<file path="config.mk">
export PLATFORM = sky130hd
export DESIGN_NAME = framebuffer_write_mux
export DESIGN_NICKNAME = d
export VERILOG_FILES = /design/src/rtl/framebuffer_write_mux.sv
export SDC_FILE = /design/constraint.sdc
export NUM_CORES = 1
export LEC_CHECK = 0
export CAP_MARGIN = 10
export CORE_MARGIN = 2
export CORE_UTILIZATION = 35
export CTS_CLUSTER_DIAMETER = 100
export DETAILED_ROUTE_END_ITERATION = 7
export GPL_ROUTABILITY_DRIVEN = 0
export GPL_TIMING_DRIVEN = 0
export PLACE_DENSITY_LB_ADDON = 0.1
export SYNTH_ARGS = -nofsm -noshare
export SYNTH_HDL_FRONTEND = slang
export SYNTH_SLANG_ARGS = --single-unit
</file>
<file path="constraint.sdc">
create_clock -name sys_clk -period 2.75 [get_ports sys_clk]
set_input_delay 0.275 -clock sys_clk [delete_from_list [all_inputs] [get_ports sys_clk]]
set_output_delay 0.275 -clock sys_clk [all_outputs]
set_load 0.02 [all_outputs]
</file>
<file path="src/rtl/framebuffer_write_mux.sv">
// framebuffer_write_mux
// Concentrates pixel writes from N_CH Avalon-MM write masters into the single
// frame-buffer write port. Each channel has a private FIFO; a round-robin
// arbiter pops one entry per cycle into a registered output stage.
//
// Ports:
//   sys_clk, sys_rst_n       clock, asynchronous active-low reset
//   ch_avn_write[N_CH]       per-channel write strobe
//   ch_avn_address/writedata/byteenable   channel i packed at [i*W +: W]
//   ch_avn_waitrequest[N_CH] high while the channel FIFO is full
//   fb_avn_write/address/writedata/byteenable   registered frame-buffer write
//   fb_avn_waitrequest       frame-buffer backpressure
//   fb_grant_id              channel that sourced the current fb write
//   idle                     all FIFOs empty and no fb write pending
module framebuffer_write_mux #(
  parameter int unsigned N_CH       = 4,
  parameter int unsigned AVN_AW     = 19,
  parameter int unsigned AVN_DW     = 16,
  parameter int unsigned FIFO_DEPTH = 4,
  localparam int unsigned GW        = (N_CH > 1) ? $clog2(N_CH) : 1,
  localparam int unsigned BW        = AVN_DW / 8
) (
  input  logic                   sys_clk,
  input  logic                   sys_rst_n,
  input  logic [N_CH-1:0]        ch_avn_write,
  input  logic [N_CH*AVN_AW-1:0] ch_avn_address,
  input  logic [N_CH*AVN_DW-1:0] ch_avn_writedata,
  input  logic [N_CH*BW-1:0]     ch_avn_byteenable,
  output logic [N_CH-1:0]        ch_avn_waitrequest,
  output logic                   fb_avn_write,
  output logic [AVN_AW-1:0]      fb_avn_address,
  output logic [AVN_DW-1:0]      fb_avn_writedata,
  output logic [BW-1:0]          fb_avn_byteenable,
  input  logic                   fb_avn_waitrequest,
  output logic [GW-1:0]          fb_grant_id,
  output logic                   idle
);

  localparam int unsigned PW = $clog2(FIFO_DEPTH);
  localparam int unsigned CW = PW + 1;

  typedef struct packed {
    logic [AVN_AW-1:0] addr;
    logic [AVN_DW-1:0] data;
    logic [BW-1:0]     be;
  } ent_t;

  logic [N_CH-1:0] w_nempty;
  logic [N_CH-1:0] w_pop;
  ent_t            w_head [N_CH];

  logic            w_free;
  logic            w_found;
  logic [GW-1:0]   w_sel;
  logic [GW-1:0]   w_cand;

  logic            r_fb_write;
  ent_t            r_out;
  logic [GW-1:0]   r_grant;
  logic [GW-1:0]   r_last;

  // Per-channel FIFOs
  for (genvar i = 0; i < N_CH; i++) begin : g_ch
    logic [CW-1:0] r_count;
    logic [PW-1:0] r_wp;
    logic [PW-1:0] r_rp;
    ent_t          r_mem [FIFO_DEPTH];
    logic          w_full;
    logic          w_push;
    ent_t          w_in;

    assign w_full  = (r_count == CW'(FIFO_DEPTH));
    assign w_push  = ch_avn_write[i] & ~w_full;
    assign w_in    = '{addr: ch_avn_address[i*AVN_AW +: AVN_AW],
                       data: ch_avn_writedata[i*AVN_DW +: AVN_DW],
                       be:   ch_avn_byteenable[i*BW +: BW]};
    assign w_nempty[i]           = (r_count != '0);
    assign w_head[i]             = r_mem[r_rp];
    assign ch_avn_waitrequest[i] = w_full;
    assign w_pop[i]              = w_free & w_found & (w_sel == GW'(i));

    // Pointers and occupancy; a full FIFO stays blocked even if popped this cycle
    always_ff @(posedge sys_clk or negedge sys_rst_n) begin
      if (!sys_rst_n) begin
        r_count <= '0;
        r_wp    <= '0;
        r_rp    <= '0;
      end else begin
        if (w_push)   r_wp <= r_wp + PW'(1);
        if (w_pop[i]) r_rp <= r_rp + PW'(1);
        case ({w_push, w_pop[i]})
          2'b10:   r_count <= r_count + CW'(1);
          2'b01:   r_count <= r_count - CW'(1);
          default: r_count <= r_count;
        endcase
      end
    end

    // Storage array, no reset needed: validity is tracked by r_count
    always_ff @(posedge sys_clk) begin
      if (w_push) r_mem[r_wp] <= w_in;
    end
  end

  assign w_free = ~r_fb_write | ~fb_avn_waitrequest;

  // Round-robin scan starting one past the last granted channel
  always_comb begin
    w_found = 1'b0;
    w_sel   = '0;
    w_cand  = '0;
    for (int unsigned k = 1; k <= N_CH; k++) begin
      w_cand = GW'((32'(r_last) + k) % N_CH);
      if (!w_found && w_nempty[w_cand]) begin
        w_found = 1'b1;
        w_sel   = w_cand;
      end
    end
  end

  // Output register: loads only when the previous write has been taken
  always_ff @(posedge sys_clk or negedge sys_rst_n) begin
    if (!sys_rst_n) begin
      r_fb_write <= 1'b0;
      r_out      <= '0;
      r_grant    <= '0;
      r_last     <= GW'(N_CH - 1);
    end else if (w_free) begin
      if (w_found) begin
        r_fb_write <= 1'b1;
        r_out      <= w_head[w_sel];
        r_grant    <= w_sel;
        r_last     <= w_sel;
      end else begin
        r_fb_write <= 1'b0;
      end
    end
  end

  assign fb_avn_write      = r_fb_write;
  assign fb_avn_address    = r_out.addr;
  assign fb_avn_writedata  = r_out.data;
  assign fb_avn_byteenable = r_out.be;
  assign fb_grant_id       = r_grant;
  assign idle              = ~r_fb_write & ~(|w_nempty);

endmodule

</file>
==> Word-level counts from Yosys, hierarchy flattened <==
Memories as Yosys holds them, arrays and structs flattened.
Index checks and enable logic that the tools add are counted.
{ "word_totals": {"in_bits": 155, "ram_bits": 592, "ff_bits": 70, "memories": 4} }
{ "op_classes": {"n_addsub": 20, "muxes": 32, "eq_ne": 15, "reduce_logical": 17, "bitwise": 19, "order_cmp": 5} }
{ "mem_list": {"columns": ["name", "words", "width", "read_ports", "rd_ports_with_merged_regs", "write_ports", "line_no", "rtl"], "rows": [
  ["g_ch[0].r_mem", 4, 37, 1, 0, 1, "67", "ent_t r_mem [FIFO_DEPTH];"],
  ["g_ch[1].r_mem", 4, 37, 1, 0, 1, "67", null],
  ["g_ch[2].r_mem", 4, 37, 1, 0, 1, "67", null],
  ["g_ch[3].r_mem", 4, 37, 1, 0, 1, "67", null]
]} }
{ "ops": {"columns": ["op", "n"], "rows": [
  ["binary-select mux 37 bit (select 2 bit)", 1],
  ["two-way mux 37 bit", 2],
  ["case mux 3 bit (2 select lines)", 4],
  ["adder 2 x 1 -> 2 bit, second input constant", 10],
  ["two-way mux 1 bit", 17],
  ["adder 3 x 1 -> 3 bit, second input constant", 4],
  ["== test 2 bit, second input constant", 6],
  ["== test 3 bit, second input constant", 4],
  ["less-than comparator 2 x 3 -> 1 bit, second input constant", 4],
  ["nonzero test 3 bit", 4],
  ["subtractor 3 x 1 -> 3 bit, second input constant", 4],
  ["AND 1 bit", 10],
  ["== test 2 x 1 -> 1 bit, second input constant", 5],
  ["binary-select mux 1 bit (select 2 bit)", 4],
  ["two-way mux 2 bit", 4],
  ["nonzero test 2 bit", 4],
  ["NOT 1 bit", 7],
  ["adder 2 bit, second input constant", 2],
  ["OR reduction 4 bit", 1],
  ["greater-or-equal comparator 3 bit, second input constant", 1],
  ["logical AND 1 bit", 3],
  ["logical NOT 1 bit", 3],
  ["NOT 2 -> 3 bit", 1],
  ["logical NOT 2 bit", 1],
  ["other kinds (2)", 2]
]} }

==> Longest topological paths before layout <==
{ "depth": {"word_depth": 17, "depth_mapped": 13} }

==> Worst setup path before layout <==
Ideal clock, no wire load.
{ "synth_timing": {"kind": "reg-to-reg", "start": "reg g_ch[1].r_count[1]", "end": "reg g_ch[0].r_count[2]", "arrival_ps": 2881, "path_slack_ps": -210, "n_path_buf": 2, "path_stages_with_launch": 13, "setup_ps": 79, "synth_period_minus_slack_ps": 2960, "cell_sequence": "dfrtp_1 > or3_4 > a22o_1 > or4_1 > buf_2 > buf_6 > nor2_4 > ha_1 > inv_1 > fa_1 > xor2_1 > nor2_1 > xor2_1"} }
{ "synth_via": {"elab_chain_len": 17, "word_cells_on_any_way": 30} }
{ "synth_rtl": {"columns": ["element", "line_no", "rtl"], "rows": [
  ["start: declaration", "64", "logic [CW-1:0] r_count;"],
  ["start signal: assignment", "92", "2'b10: r_count <= r_count + CW'(1);"],
  ["start signal: assignment", "93", "2'b01: r_count <= r_count - CW'(1);"],
  ["start signal: assignment", "94", "default: r_count <= r_count;"],
  ["nonzero test 3 bit *", "77", "assign w_nempty[i] = (r_count != '0);"],
  ["binary-select mux 1 bit (select 2 bit)", "114", "if (!w_found && w_nempty[w_cand]) begin"],
  ["two-way mux 1 bit (not written as such)", "114", null],
  ["two-way mux 1 bit", "114", null],
  ["logical NOT 1 bit", "114", null],
  ["logical AND 1 bit", "114", null],
  ["two-way mux 1 bit", "114", null],
  ["logical NOT 1 bit", "114", null],
  ["[2 not listed]", null, null],
  ["logical NOT 1 bit", "114", null],
  ["logical AND 1 bit", "114", null],
  ["two-way mux 1 bit or two-way mux 2 bit (tied branches)", "114", null],
  ["AND 1 bit or logical NOT 2 bit (tied branches)", "80", "assign w_pop[i] = w_free & w_found & (w_sel == GW'(i));"],
  ["AND 1 bit *", "80", null],
  ["net w_pop[0]", "49", "logic [N_CH-1:0] w_pop;"],
  ["== test 2 x 1 -> 1 bit or == test 2 bit (tied branches)", "91", "case ({w_push, w_pop[i]})"],
  ["case mux 3 bit (2 select lines) or nonzero test 2 bit (tied branches)", null, null],
  ["end signal: assignment", "92", null],
  ["end signal: assignment", "93", null],
  ["end signal: assignment", "94", null],
  ["end: declaration", "64", null]
]} }
The timed path passes the listed nets; every way through them passes the cells marked *. The select of a mux whose other input is x is not followed.
A chain may end at the register's enable or synchronous reset.

==> Final worst setup path <==
{ "layout_timing": {"start": "reg g_ch[3].r_count[1]", "end": "reg g_ch[0].r_count[2]"} }
{ "layout_via": {"elab_chain_len": 17, "word_cells_on_any_way": 30} }
{ "layout_rtl": {"columns": ["element", "line_no"], "rows": [
  ["start: declaration", "64"],
  ["start signal: assignment", "92"],
  ["start signal: assignment", "93"],
  ["start signal: assignment", "94"],
  ["nonzero test 3 bit *", "77"],
  ["binary-select mux 1 bit (select 2 bit)", "114"],
  ["two-way mux 1 bit (not written as such)", "114"],
  ["two-way mux 1 bit", "114"],
  ["logical NOT 1 bit", "114"],
  ["logical AND 1 bit", "114"],
  ["two-way mux 1 bit", "114"],
  ["logical NOT 1 bit", "114"],
  ["[2 not listed]", null],
  ["logical NOT 1 bit", "114"],
  ["logical AND 1 bit", "114"],
  ["two-way mux 1 bit or two-way mux 2 bit (tied branches)", "114"],
  ["AND 1 bit or logical NOT 2 bit (tied branches)", "80"],
  ["AND 1 bit *", "80"],
  ["net w_pop[0]", "49"],
  ["== test 2 x 1 -> 1 bit or == test 2 bit (tied branches)", "91"],
  ["case mux 3 bit (2 select lines) or nonzero test 2 bit (tied branches)", null]
]} }
Marked as above.

==> impl_metrics.xml <==
<?xml version="1.0" encoding="UTF-8"?>
<metrics>
  <group name="yosys">
    <metric name="syn_area_per_cell" unit="um^2">21.5</metric>
    <metric name="ff_latch_count_synth" unit="">662</metric>
    <metric name="seq_area_frac_synth" unit="%">76.5</metric>
    <metric name="synth_top_cells_by_area" unit="">sky130_fd_sc_hd__edfxtp_1 (70%), sky130_fd_sc_hd__mux4_2 (13%), sky130_fd_sc_hd__dfrtp_1 (6.7%), sky130_fd_sc_hd__mux2i_1 (3.0%), sky130_fd_sc_hd__o221ai_1 (1.3%)</metric>
    <metric name="number_of_flops_mapped_to_enable_cells_by_yosys" unit="">592</metric>
    <metric name="synth.top_cell.area_share" unit="%">69.6</metric>
    <metric name="synth_top_cell_by_area" unit="">sky130_fd_sc_hd__edfxtp_1</metric>
    <metric name="synth-warning-count" unit="">0</metric>
    <metric name="async_reset_ff_share" unit="%">10.6</metric>
    <metric name="main_synth_ff_type" unit="">sky130_fd_sc_hd__edfxtp_1</metric>
    <metric name="synth.net_count" unit="">1364</metric>
    <metric name="synthesis.instances" unit="">1185</metric>
    <metric name="cell_area_synth" unit="um^2">25500</metric>
    <metric name="synth.lib_cells_used.distinct" unit="">34</metric>
  </group>
  <group name="routing">
    <metric name="detailroute.via_count" unit="">12371</metric>
    <metric name="detail_route.drc_violations" unit="">0</metric>
    <metric name="final_antenna_net_count" unit="">0</metric>
    <metric name="wl_per_cell" unit="um">24.8</metric>
    <metric name="drt_wl_total" unit="mm">62.4</metric>
    <metric name="drtIter0Drc" unit="">963</metric>
    <metric name="post_drt_via_cell_ratio" unit="">4.92</metric>
    <metric name="detail_route.first_pass.iterations" unit="">5</metric>
  </group>
  <group name="pwr">
    <metric name="max-vdd-ir-drop" unit="mV">0.457</metric>
    <metric name="pwr-share-comb" unit="%">37.3</metric>
    <metric name="finalPower" unit="mW">38.3</metric>
    <metric name="switching_share" unit="%">32.6</metric>
    <metric name="power-per-cell-area" unit="nW/um^2">1190</metric>
    <metric name="power.clock.fraction" unit="%">25.5</metric>
    <metric name="static-leakage-power" unit="nW">10.8</metric>
    <metric name="switchingPower" unit="mW">12.5</metric>
    <metric name="cellInternalPower" unit="mW">25.8</metric>
    <metric name="seq_power_share" unit="%">37.1</metric>
  </group>
  <group name="layout">
    <metric name="final.fill_count" unit="">6315</metric>
    <metric name="layout.area.seq" unit="um^2">19500</metric>
    <metric name="layout.cells.most_common_list" unit="">sky130_fd_sc_hd__edfxtp_1 (592), sky130_fd_sc_hd__clkdlybuf4s50_1 (197), sky130_fd_sc_hd__mux4_2 (148)</metric>
    <metric name="mostFrequentLayoutCell" unit="">sky130_fd_sc_hd__edfxtp_1</metric>
    <metric name="final_net_count" unit="">1674</metric>
    <metric name="multi_input_area" unit="um^2">6060</metric>
    <metric name="layout-drive-gt1-share" unit="%">25.9</metric>
    <metric name="utilization_after_layout" unit="%">44.3</metric>
    <metric name="post_route_cell_area" unit="um^2">32100</metric>
    <metric name="fin_cells" unit="">2513</metric>
    <metric name="syn_to_final_growth" unit="%">25.9</metric>
  </group>
  <group name="placed_design">
    <metric name="dp_slack" unit="ns">-0.440</metric>
    <metric name="placement.io_buffers" unit="">199</metric>
    <metric name="dpl-instance-area" unit="um^2">29100</metric>
    <metric name="dp_hpwl" unit="mm">43.4</metric>
    <metric name="place_inst" unit="">2360</metric>
  </group>
  <group name="cts">
    <metric name="worstSkewPairLatency" unit="ns">0.60</metric>
    <metric name="cts.sinks" unit="">662</metric>
    <metric name="cts_buffers" unit="">74</metric>
    <metric name="clock_tree.root_cell" unit="">sky130_fd_sc_hd__clkbuf_16</metric>
    <metric name="htreeDepth" unit="">3</metric>
    <metric name="clock_tree.buffer_depth" unit="">3</metric>
    <metric name="cts_tree" unit="">done</metric>
    <metric name="cts.reportedPaths.clkPinSlew" unit="ns">0.06</metric>
  </group>
  <group name="timing">
    <metric name="rsz0062_at_grt" unit="">true</metric>
    <metric name="fin_hold_ws" unit="ns">0.0650</metric>
    <metric name="maxSlewViolCount" unit="">0</metric>
    <metric name="worst_slew_pin_slew" unit="ns">1.05</metric>
    <metric name="final.period_utilization" unit="%">106</metric>
    <metric name="maxClockFrequency" unit="MHz">343</metric>
    <metric name="timing.final.crit_period" unit="ns">2.92</metric>
    <metric name="totalNegativeSetupSlack" unit="ns">-0.541</metric>
    <metric name="setup_viol" unit="">8</metric>
    <metric name="fin_skew" unit="ns">0.0170</metric>
    <metric name="slew_headroom" unit="%">29.9</metric>
    <metric name="post-route-worst-setup-slack" unit="ns">-0.166</metric>
    <metric name="timing_hold_violations_final" unit="">0</metric>
  </group>
  <group name="status">
    <metric name="outcome" unit="">complete, but fails checks</metric>
    <metric name="failing_checks" unit="">setup timing</metric>
  </group>
  <group name="setup_path">
    <metric name="worstReg2RegEnd" unit="">g_ch[0].r_count[2]</metric>
    <metric name="timing.critical_path.from_type" unit="">flip-flop</metric>
    <metric name="path_class" unit="">flip-flop to flip-flop</metric>
    <metric name="reg2reg_setup_slack" unit="ns">-0.17</metric>
    <metric name="endpoint_kind" unit="">flip-flop</metric>
    <metric name="crit-reg2reg-launch" unit="">g_ch[3].r_count[1]</metric>
    <metric name="worst-endpoint-arrival" unit="ns">3.42</metric>
    <metric name="cp.required" unit="ns">3.26</metric>
    <metric name="r2r.worst_path.cells" unit="">11</metric>
    <metric name="maximum_fanout_encountered_on_the_critical_timing_path" unit="">5</metric>
  </group>
  <group name="global_route">
    <metric name="grt_pass1_wl" unit="mm">90.4</metric>
    <metric name="grt_pass1_vias" unit="">13101</metric>
    <metric name="grt-ovfl-total" unit="">0</metric>
    <metric name="antenna_found_initial" unit="">14</metric>
    <metric name="grt_start_max_net_pins" unit="">65</metric>
    <metric name="gr-usage-all-layers" unit="%">16.9</metric>
  </group>
  <group name="floorplan">
    <metric name="floorplan.initialDensity" unit="%">35.2</metric>
    <metric name="io_pins" unit="">200</metric>
    <metric name="dieHeight" unit="um">274</metric>
    <metric name="fp.dieArea" unit="um^2">75100</metric>
    <metric name="die-width" unit="um">274</metric>
    <metric name="floorplan.rows" unit="">99</metric>
    <metric name="floorplan.core_area" unit="um^2">72600</metric>
  </group>
  <group name="worst_hold_path">
    <metric name="hold_class" unit="">input pin to async pin</metric>
  </group>
  <group name="flow_run">
    <metric name="maxCapViolCount" unit="">0</metric>
  </group>
</metrics>
-- routing by layer --
metal	share of wire, %	wire length (um)	up-vias	track usage, %
li1	-	-	5468	-
met1	44	27500	6545	22.5
met2	49	30400	242	27.2
met3	5.0	3120	92	4.26
met4	2.0	1240	24	5.01
met5	0.24	148	-	0
-- worst max-delay path, stage by stage (launching register included) --
cell and delay (ns):
sky130_fd_sc_hd__dfrtp_1 0.40, sky130_fd_sc_hd__or3_4 0.43, sky130_fd_sc_hd__a22o_1 0.21, sky130_fd_sc_hd__or4_4 0.53, sky130_fd_sc_hd__buf_12 0.17, sky130_fd_sc_hd__nor2_4 0.11, sky130_fd_sc_hd__ha_4 0.15, sky130_fd_sc_hd__inv_2 0.03
sky130_fd_sc_hd__fa_2 0.33, sky130_fd_sc_hd__xor2_1 0.15, sky130_fd_sc_hd__nor2_1 0.13, sky130_fd_sc_hd__xor2_1 0.17
-- layout make-up --
type                            instances  share of cell area (%)
Clock buffer                           96                    6.34
Clock inverter                         38                    1.11
Multi-Input combinational cell        433                    18.9
Inverter                               25                   0.292
Sequential cell                       662                    60.8
Antenna cell                            1                 0.00779
Buffer                                 60                    1.05
Tap cell                              959                    3.73
Timing Repair Buffer                  239                    7.84
-- flip-flops by register name, summed over array words and instances (netlist names) --
name and cells:
fb_avn_address 19, fb_avn_byteenable 2, fb_avn_write 1, fb_avn_writedata 16
fb_grant_id 2, g_ch.r_count 12, g_ch.r_mem 592, g_ch.r_rp 8
g_ch.r_wp 8, r_last 2
-- power groups by stage --
stage / Sequential, mW / Combinational (mW) / Clock (mW)
floorplan: 14.5 / 7.59 / 0
global placement: 14.5 / 12.5 / 0
detailed placement: 14.5 / 12.9 / 0
CTS: 14.2 / 13.7 / 10.0
global route: 14.4 / 15.3 / 10.5
finish: 14.2 / 14.3 / 9.77
-- cells in the mapped netlist, types with 8 or more instances --
cell type,instances
sky130_fd_sc_hd__and2_1,16
sky130_fd_sc_hd__clkbuf_1,34
sky130_fd_sc_hd__buf_4,9
sky130_fd_sc_hd__inv_1,25
sky130_fd_sc_hd__dfrtp_1,68
sky130_fd_sc_hd__nor2_1,14
sky130_fd_sc_hd__mux2i_1,76
sky130_fd_sc_hd__nand2_1,53
sky130_fd_sc_hd__buf_2,14
sky130_fd_sc_hd__mux4_2,148
sky130_fd_sc_hd__edfxtp_1,592
sky130_fd_sc_hd__ha_1,20
sky130_fd_sc_hd__o221ai_1,37
sky130_fd_sc_hd__xnor2_1,8
sky130_fd_sc_hd__o21ai_0,8
sky130_fd_sc_hd__xor2_1,16
-- worst max path at each step --
stage | slack, ns | startpoint | end
after global routing | -0.28 | g_ch[3].r_count[1] | g_ch[1].r_count[2]
after CTS | -0.21 | g_ch[1].r_count[0] | g_ch[0].r_count[2]
after global placement | -1.42 | sys_rst_n | fb_avn_address[11]
after detailed placement | -0.44 | g_ch[1].r_count[2] | g_ch[1].r_count[2]
after floorplan | -0.1 | g_ch[1].r_count[2] | g_ch[0].r_count[2]
final | -0.17 | g_ch[3].r_count[1] | g_ch[0].r_count[2]
-- logic make-up (layout without fill, tap and decap cells) --
family                     after synthesis  in the layout  synth area share (%)
DFF                                    662            662                  76.5
muxes                                  224            224                  16.0
and+or+nand+nor                        107            107                  2.03
buffers and inverters                   90            458                  1.64
AOI/OAI and AO/OA                       54             54                  1.66
adders and majority gates               24             24                  1.29
xor gates and xnor gates                24             24                 0.823
other                                    0              1                     0
-- what timing repair did --
action | 4_1_cts | 5_1_grt
endpoints found under the setup margin | 27 | 43
hold buffers | 1 | 0
hold endpoints to repair | 68 | 0
buffers inserted | 20 | 2
pin swaps | 15 | 12
gates resized for setup | 51 | 50
Note: power is estimated with default switching activity, not from simulation.
==> variant 1, RTL diff (same settings) <==
Change the parameter `AVN_AW` from 19 to 38.
--- a/src/rtl/framebuffer_write_mux.sv
+++ b/src/rtl/framebuffer_write_mux.sv
@@ -14,7 +14,7 @@
 //   idle                     all FIFOs empty and no fb write pending
 module framebuffer_write_mux #(
   parameter int unsigned N_CH       = 4,
-  parameter int unsigned AVN_AW     = 19,
+  parameter int unsigned AVN_AW     = 38,
   parameter int unsigned AVN_DW     = 16,
   parameter int unsigned FIFO_DEPTH = 4,
   localparam int unsigned GW        = (N_CH > 1) ? $clog2(N_CH) : 1,
Ports: changed (resized ch_avn_address and fb_avn_address); port bits go from 200 to 295. The function was not compared with the original's and may differ.
==> variant 1 against the original RTL <==
The flow still finishes with violations (setup timing); design area is 46% higher; worst setup slack lost 4.6 ps; wire length increased by 61%; worst hold slack improved by 82 ps; area after synthesis grew 48%; synthesized cell count up 43%; sequential cell count is 323 higher; non-clock buffer count increased by 137; power up 41%; largest cell class unchanged.
==> variant 1: results (changes against the original RTL) <==
INFO  run_status     run_status=complete, but fails checks
INFO  run_status     violations=setup timing
INFO  placed_design  io_buffer_count=294 [+48%]
INFO  final_layout   nets=2395 [+43%]
INFO  worst_setup_path arrival_time_of_data_at_the_critical_path_endpoint=3500ps [+80 ps]
INFO  timing         setup_violations=4 [-4]
INFO  logic_synthesis synth-adder-area-share=0.8769% [-0.42 points]
INFO  drt            met3_wirelength=6141µm [+97%]
INFO  power          p_sw_share=32.09% [-0.55 points]
INFO  power          seq_cell_power=21.1mW [+49%]
INFO  logic_synthesis postSynthNetCount=1945 [+43%]
INFO  global_routing met2_usage_in_global_routing=32.34% [+5.1 points]
INFO  drt            detail_route.wl_per_cell=27.65µm [+11%]
INFO  timing         timing.setup.tns=-305.9ps [+234.8 ps]
INFO  cts            tritoncts.num_buffers=107 [+45%]
INFO  drt            route.vias.total=18310 [+48%]
INFO  final_layout   fillCellCount=9283 [+47%]
INFO  global_routing met3_usage=5.173% [+0.91 points]
INFO  global_routing via_count_of_the_first_global_routing_pass=20170 [+54%]
INFO  logic_synthesis synthXorXnorAreaFrac=0.5580% [-0.27 points]
INFO  placed_design  hpwl=67330µm [+55%]
INFO  worst_setup_path critical_path_fanout_max=4 [-1]
INFO  logic_synthesis synth_compound_gate_area_share=1.558% [-0.099 points]
INFO  drt            route.met2.wl=52080µm [+71%]
INFO  timing         post-route-worst-setup-slack=-170.4ps [-4.617 ps]
## variant 1: cell types whose count changed after synthesis, moves of 3 or more
cell,before,now
nand2_1,53,71
dfrtp_1,68,87
buf_4,9,12
buf_6,4,1
mux2i_1,76,114
buf_12,0,6
edfxtp_1,592,896
buf_2,14,17
o221ai_1,37,56
clkbuf_1,34,55
mux4_2,148,224
## variant 1: cell type report
class	instances	area share, %
flip-flops and latches	985	62.17
plain buffers	88	1.241
clock buffers	151	6.455
clock inverters	49	0.8969
well taps	1403	3.745
inverters	25	0.2002
diodes	5	0.02669
repair buffers	348	7.848
multi-input cells	585	17.42
## variant 1: worst register-to-register path: stages (launching register included)
cell	delay, ps
dfrtp_1	380
or3_4	400
a22o_1	260
or4_4	570
buf_12	170
nor2_4	100
ha_4	140
inv_2	30
fa_2	330
xor2_1	150
nor2_1	130
xor2_1	190
## variant 1: repair_timing
action / in CTS / in global routing
setup endpoints to repair: 66 / 51
gates resized for setup: 72 / 33
hold buffers: 1 / 0
buffers inserted: 23 / 12
hold endpoints to repair: 35 / 0
pin swaps: 18 / 16
## variant 1: worst max path at each step
stage,end,cells past startpoint,from
after floorplan,g_ch[0].r_count[2],12,g_ch[1].r_count[2]
after global placement,fb_avn_writedata[13],1,sys_rst_n
after detailed placement,fb_avn_address[23],6,g_ch[1].r_rp[0]
after CTS,g_ch[0].r_count[2],12,g_ch[3].r_count[1]
after global routing,g_ch[0].r_count[2],11,g_ch[1].r_count[2]
final,g_ch[0].r_count[2],11,g_ch[1].r_count[2]
## variant 1: through the flow
step           hold WS, ps  area (µm²)
6_report             147.4       46870
5_1_grt              172.0       46870
4_1_cts              141.6       46690
3_5_place_dp         324.9       42920
3_3_place_gp         467.3       42410
2_1_floorplan       -20.59       37720
==> variant 2, RTL diff (config.mk and constraints unchanged) <==
Without the edit above. Reset style: synchronous (`sys_rst_n`), changed in 2 clocked blocks. Comments in the files are not updated.
--- a/src/rtl/framebuffer_write_mux.sv
+++ b/src/rtl/framebuffer_write_mux.sv
@@ -80,7 +80,7 @@
     assign w_pop[i]              = w_free & w_found & (w_sel == GW'(i));
 
     // Pointers and occupancy; a full FIFO stays blocked even if popped this cycle
-    always_ff @(posedge sys_clk or negedge sys_rst_n) begin
+    always_ff @(posedge sys_clk) begin
       if (!sys_rst_n) begin
         r_count <= '0;
         r_wp    <= '0;
@@ -119,7 +119,7 @@
   end
 
   // Output register: loads only when the previous write has been taken
-  always_ff @(posedge sys_clk or negedge sys_rst_n) begin
+  always_ff @(posedge sys_clk) begin
     if (!sys_rst_n) begin
       r_fb_write <= 1'b0;
       r_out      <= '0;
Check against the original RTL: differs if sys_rst_n is asserted again (counterexample within 4 cycles, from zero or initial values and one cycle with sys_rst_n low); with sys_rst_n held inactive, the same outputs for 4 cycles.
==> variant 2 against the original RTL <==
The run still ends with setup timing left; wire length grew 13%; non-clock buffer count up 38; sequential share of layout area decreased by 2.9 points; area after synthesis rose by 3.7%; power grew 1.4%; clock power decreased by 2%; worst setup slack lost 190 ps; sequential cell count is 8 higher; worst hold slack improved by 240 ps; design area up 4.2%; fmax is 6.3% lower; critical endpoint is now g_ch[0].r_count[2].
==> variant 2: results (changes against the original RTL) <==
INFO  global_routing grt_use_total=18.23% [+1.4 points]
INFO  timing         relSlewSlack=43.75% [+14 points]
INFO  worst_setup_path arrival_time_of_data_at_the_critical_path_endpoint=3640ps [+220 ps]
INFO  placed_design  placedCellCount=2497 [+5.8%]
INFO  run_status     violations=setup timing
INFO  timing         post-route-worst-setup-slack=-360.6ps [-194.8 ps]
INFO  timing         setup_violations=9 [+1]
INFO  drt            drtIter0Drc=1093 [+13%]
INFO  power          irDropWorstVdd=0.6061mV [+33%]
INFO  final_layout   nets=1804 [+7.8%]
INFO  worst_setup_path critPathLaunch=g_ch[3].r_count[0]
INFO  placed_design  placedInstanceArea=0.03006mm² [+3.2%]
INFO  global_routing via_count_of_the_first_global_routing_pass=14280 [+9.0%]
INFO  drt            via_to_cell_ratio=5.236 [+6.4%]
INFO  logic_synthesis ys_seq_area_share=73.08% [-3.4 points]
INFO  final_layout   drive_above_1_share=30.29% [+4.3 points]
INFO  logic_synthesis postSynthNetCount=1491 [+9.3%]
INFO  drt            detail_route.wl_per_cell=26.64µm [+7.3%]
INFO  final_layout   finish.cell_count_without_fillers=2656 [+5.7%]
INFO  logic_synthesis asyncSetResetFlopFracSynth=0% [-11 points]
INFO  logic_synthesis syn-mean-instance-area=20.17µm² [-6.4%]
INFO  timing         timing.clock.skew=16.18ps [-0.8547 ps]
INFO  logic_synthesis synth_top_cells_by_area=edfxtp_1 (67%), mux4_2 (13%), dfxtp_1 (5.9%)
INFO  final_layout   fillCellCount=6415 [+1.6%]
INFO  global_routing number_of_antenna_violations_at_the_first_check_in_global_routing=3 [-11]
INFO  global_routing grt_max_degree=30 [-54%]
INFO  logic_synthesis yosysUniqueCellTypes=49 [+44%]
INFO  run_status     run_status=complete, but fails checks
INFO  hold_path      hp-class=input pin to flop
INFO  worst_setup_path rr_endpoint=g_ch[0].r_count[2]
-- variant 2: cell types whose count changed after synthesis, sizes merged, moves of 13 or more --
cell     before  now
a221o         0   37
a221oi        0   37
and2         16   29
clkbuf       34   72
dfrtp        68    0
dfxtp         0   78
mux2          0   37
mux2i        76   17
nand2        53   19
nor2         16    3
o2111ai       0   38
o221ai       37    0
o31ai         0   40
-- variant 2: critical path: stages, from the launching register on --
cell	delay [ps]
dfxtp_4	340
or3_4	420
a22o_4	290
or3_4	460
buf_12	170
a211oi_4	180
ha_2	230
inv_2	40
fa_2	320
xor2_1	150
or3_1	300
a21boi_1	120
-- variant 2: cell type report --
| class | count | area (µm²) | share of cell area (%) |
|---|---|---|---|
| clock buffers | 97 | 1979 | 5.912 |
| clock inverters | 38 | 357.8 | 1.069 |
| multi-input cells | 516 | 7358 | 21.98 |
| flip-flops and latches | 670 | 19360 | 57.82 |
| inverters | 26 | 97.59 | 0.2915 |
| plain buffers | 90 | 528.0 | 1.577 |
| diodes | 3 | 7.507 | 0.02242 |
| well taps | 969 | 1212 | 3.621 |
| repair buffers | 247 | 2582 | 7.713 |
-- variant 2: cells by family after synthesis --
group / after synthesis / share of synthesized area, %
buffers and inverters: 126 / 2.000
XOR/XNOR: 12 / 0.3972
AND/OR/NAND/NOR: 96 / 2.118
adder cells (fa/ha/maj): 24 / 1.248
multiplexers: 202 / 15.31
AO/OA/AOI/OAI: 182 / 5.840
flip-flops: 670 / 73.08
-- variant 2: per-layer routing --
metal  track usage (%)  routed length (µm)  up-vias
met3             3.581                3324       83
met5                 0                  22        -
met1             25.29               31810     7378
met2             29.30               33980      291
met4             5.142                1604        4
li1                  -                   -     6151
-- variant 2: power groups by stage --
stage / clock network [mW] / registers (mW) / logic (mW)
after floorplan: 0 / 13.2 / 8.56
after global placement: 0 / 13.2 / 13.2
after detailed placement: 0 / 13.2 / 13.5
after CTS: 9.83 / 13.1 / 15.1
after global routing: 10.2 / 13.3 / 17.1
final: 9.59 / 13.1 / 16.1
-- variant 2: metrics by stage --
step	setup slack, ps	hold slack [ps]	power [mW]	TNS, ps
4_1_cts	-459.3	261.2	38.05	-2413
5_1_grt	-482.4	295.4	40.62	-2494
6_report	-360.6	303.2	38.80	-1697
3_3_place_gp	-1169	459.1	26.40	-457670
2_1_floorplan	-388.4	373.9	21.76	-2031
3_5_place_dp	-1184	467.5	26.71	-35020
-- variant 2: what timing repair did --
action	CTS	global route
endpoints found under the hold margin	0	0
gates resized for setup	122	98
endpoints found under the setup margin	64	49
hold buffers	0	0
pin swaps	18	22
buffers inserted	21	10
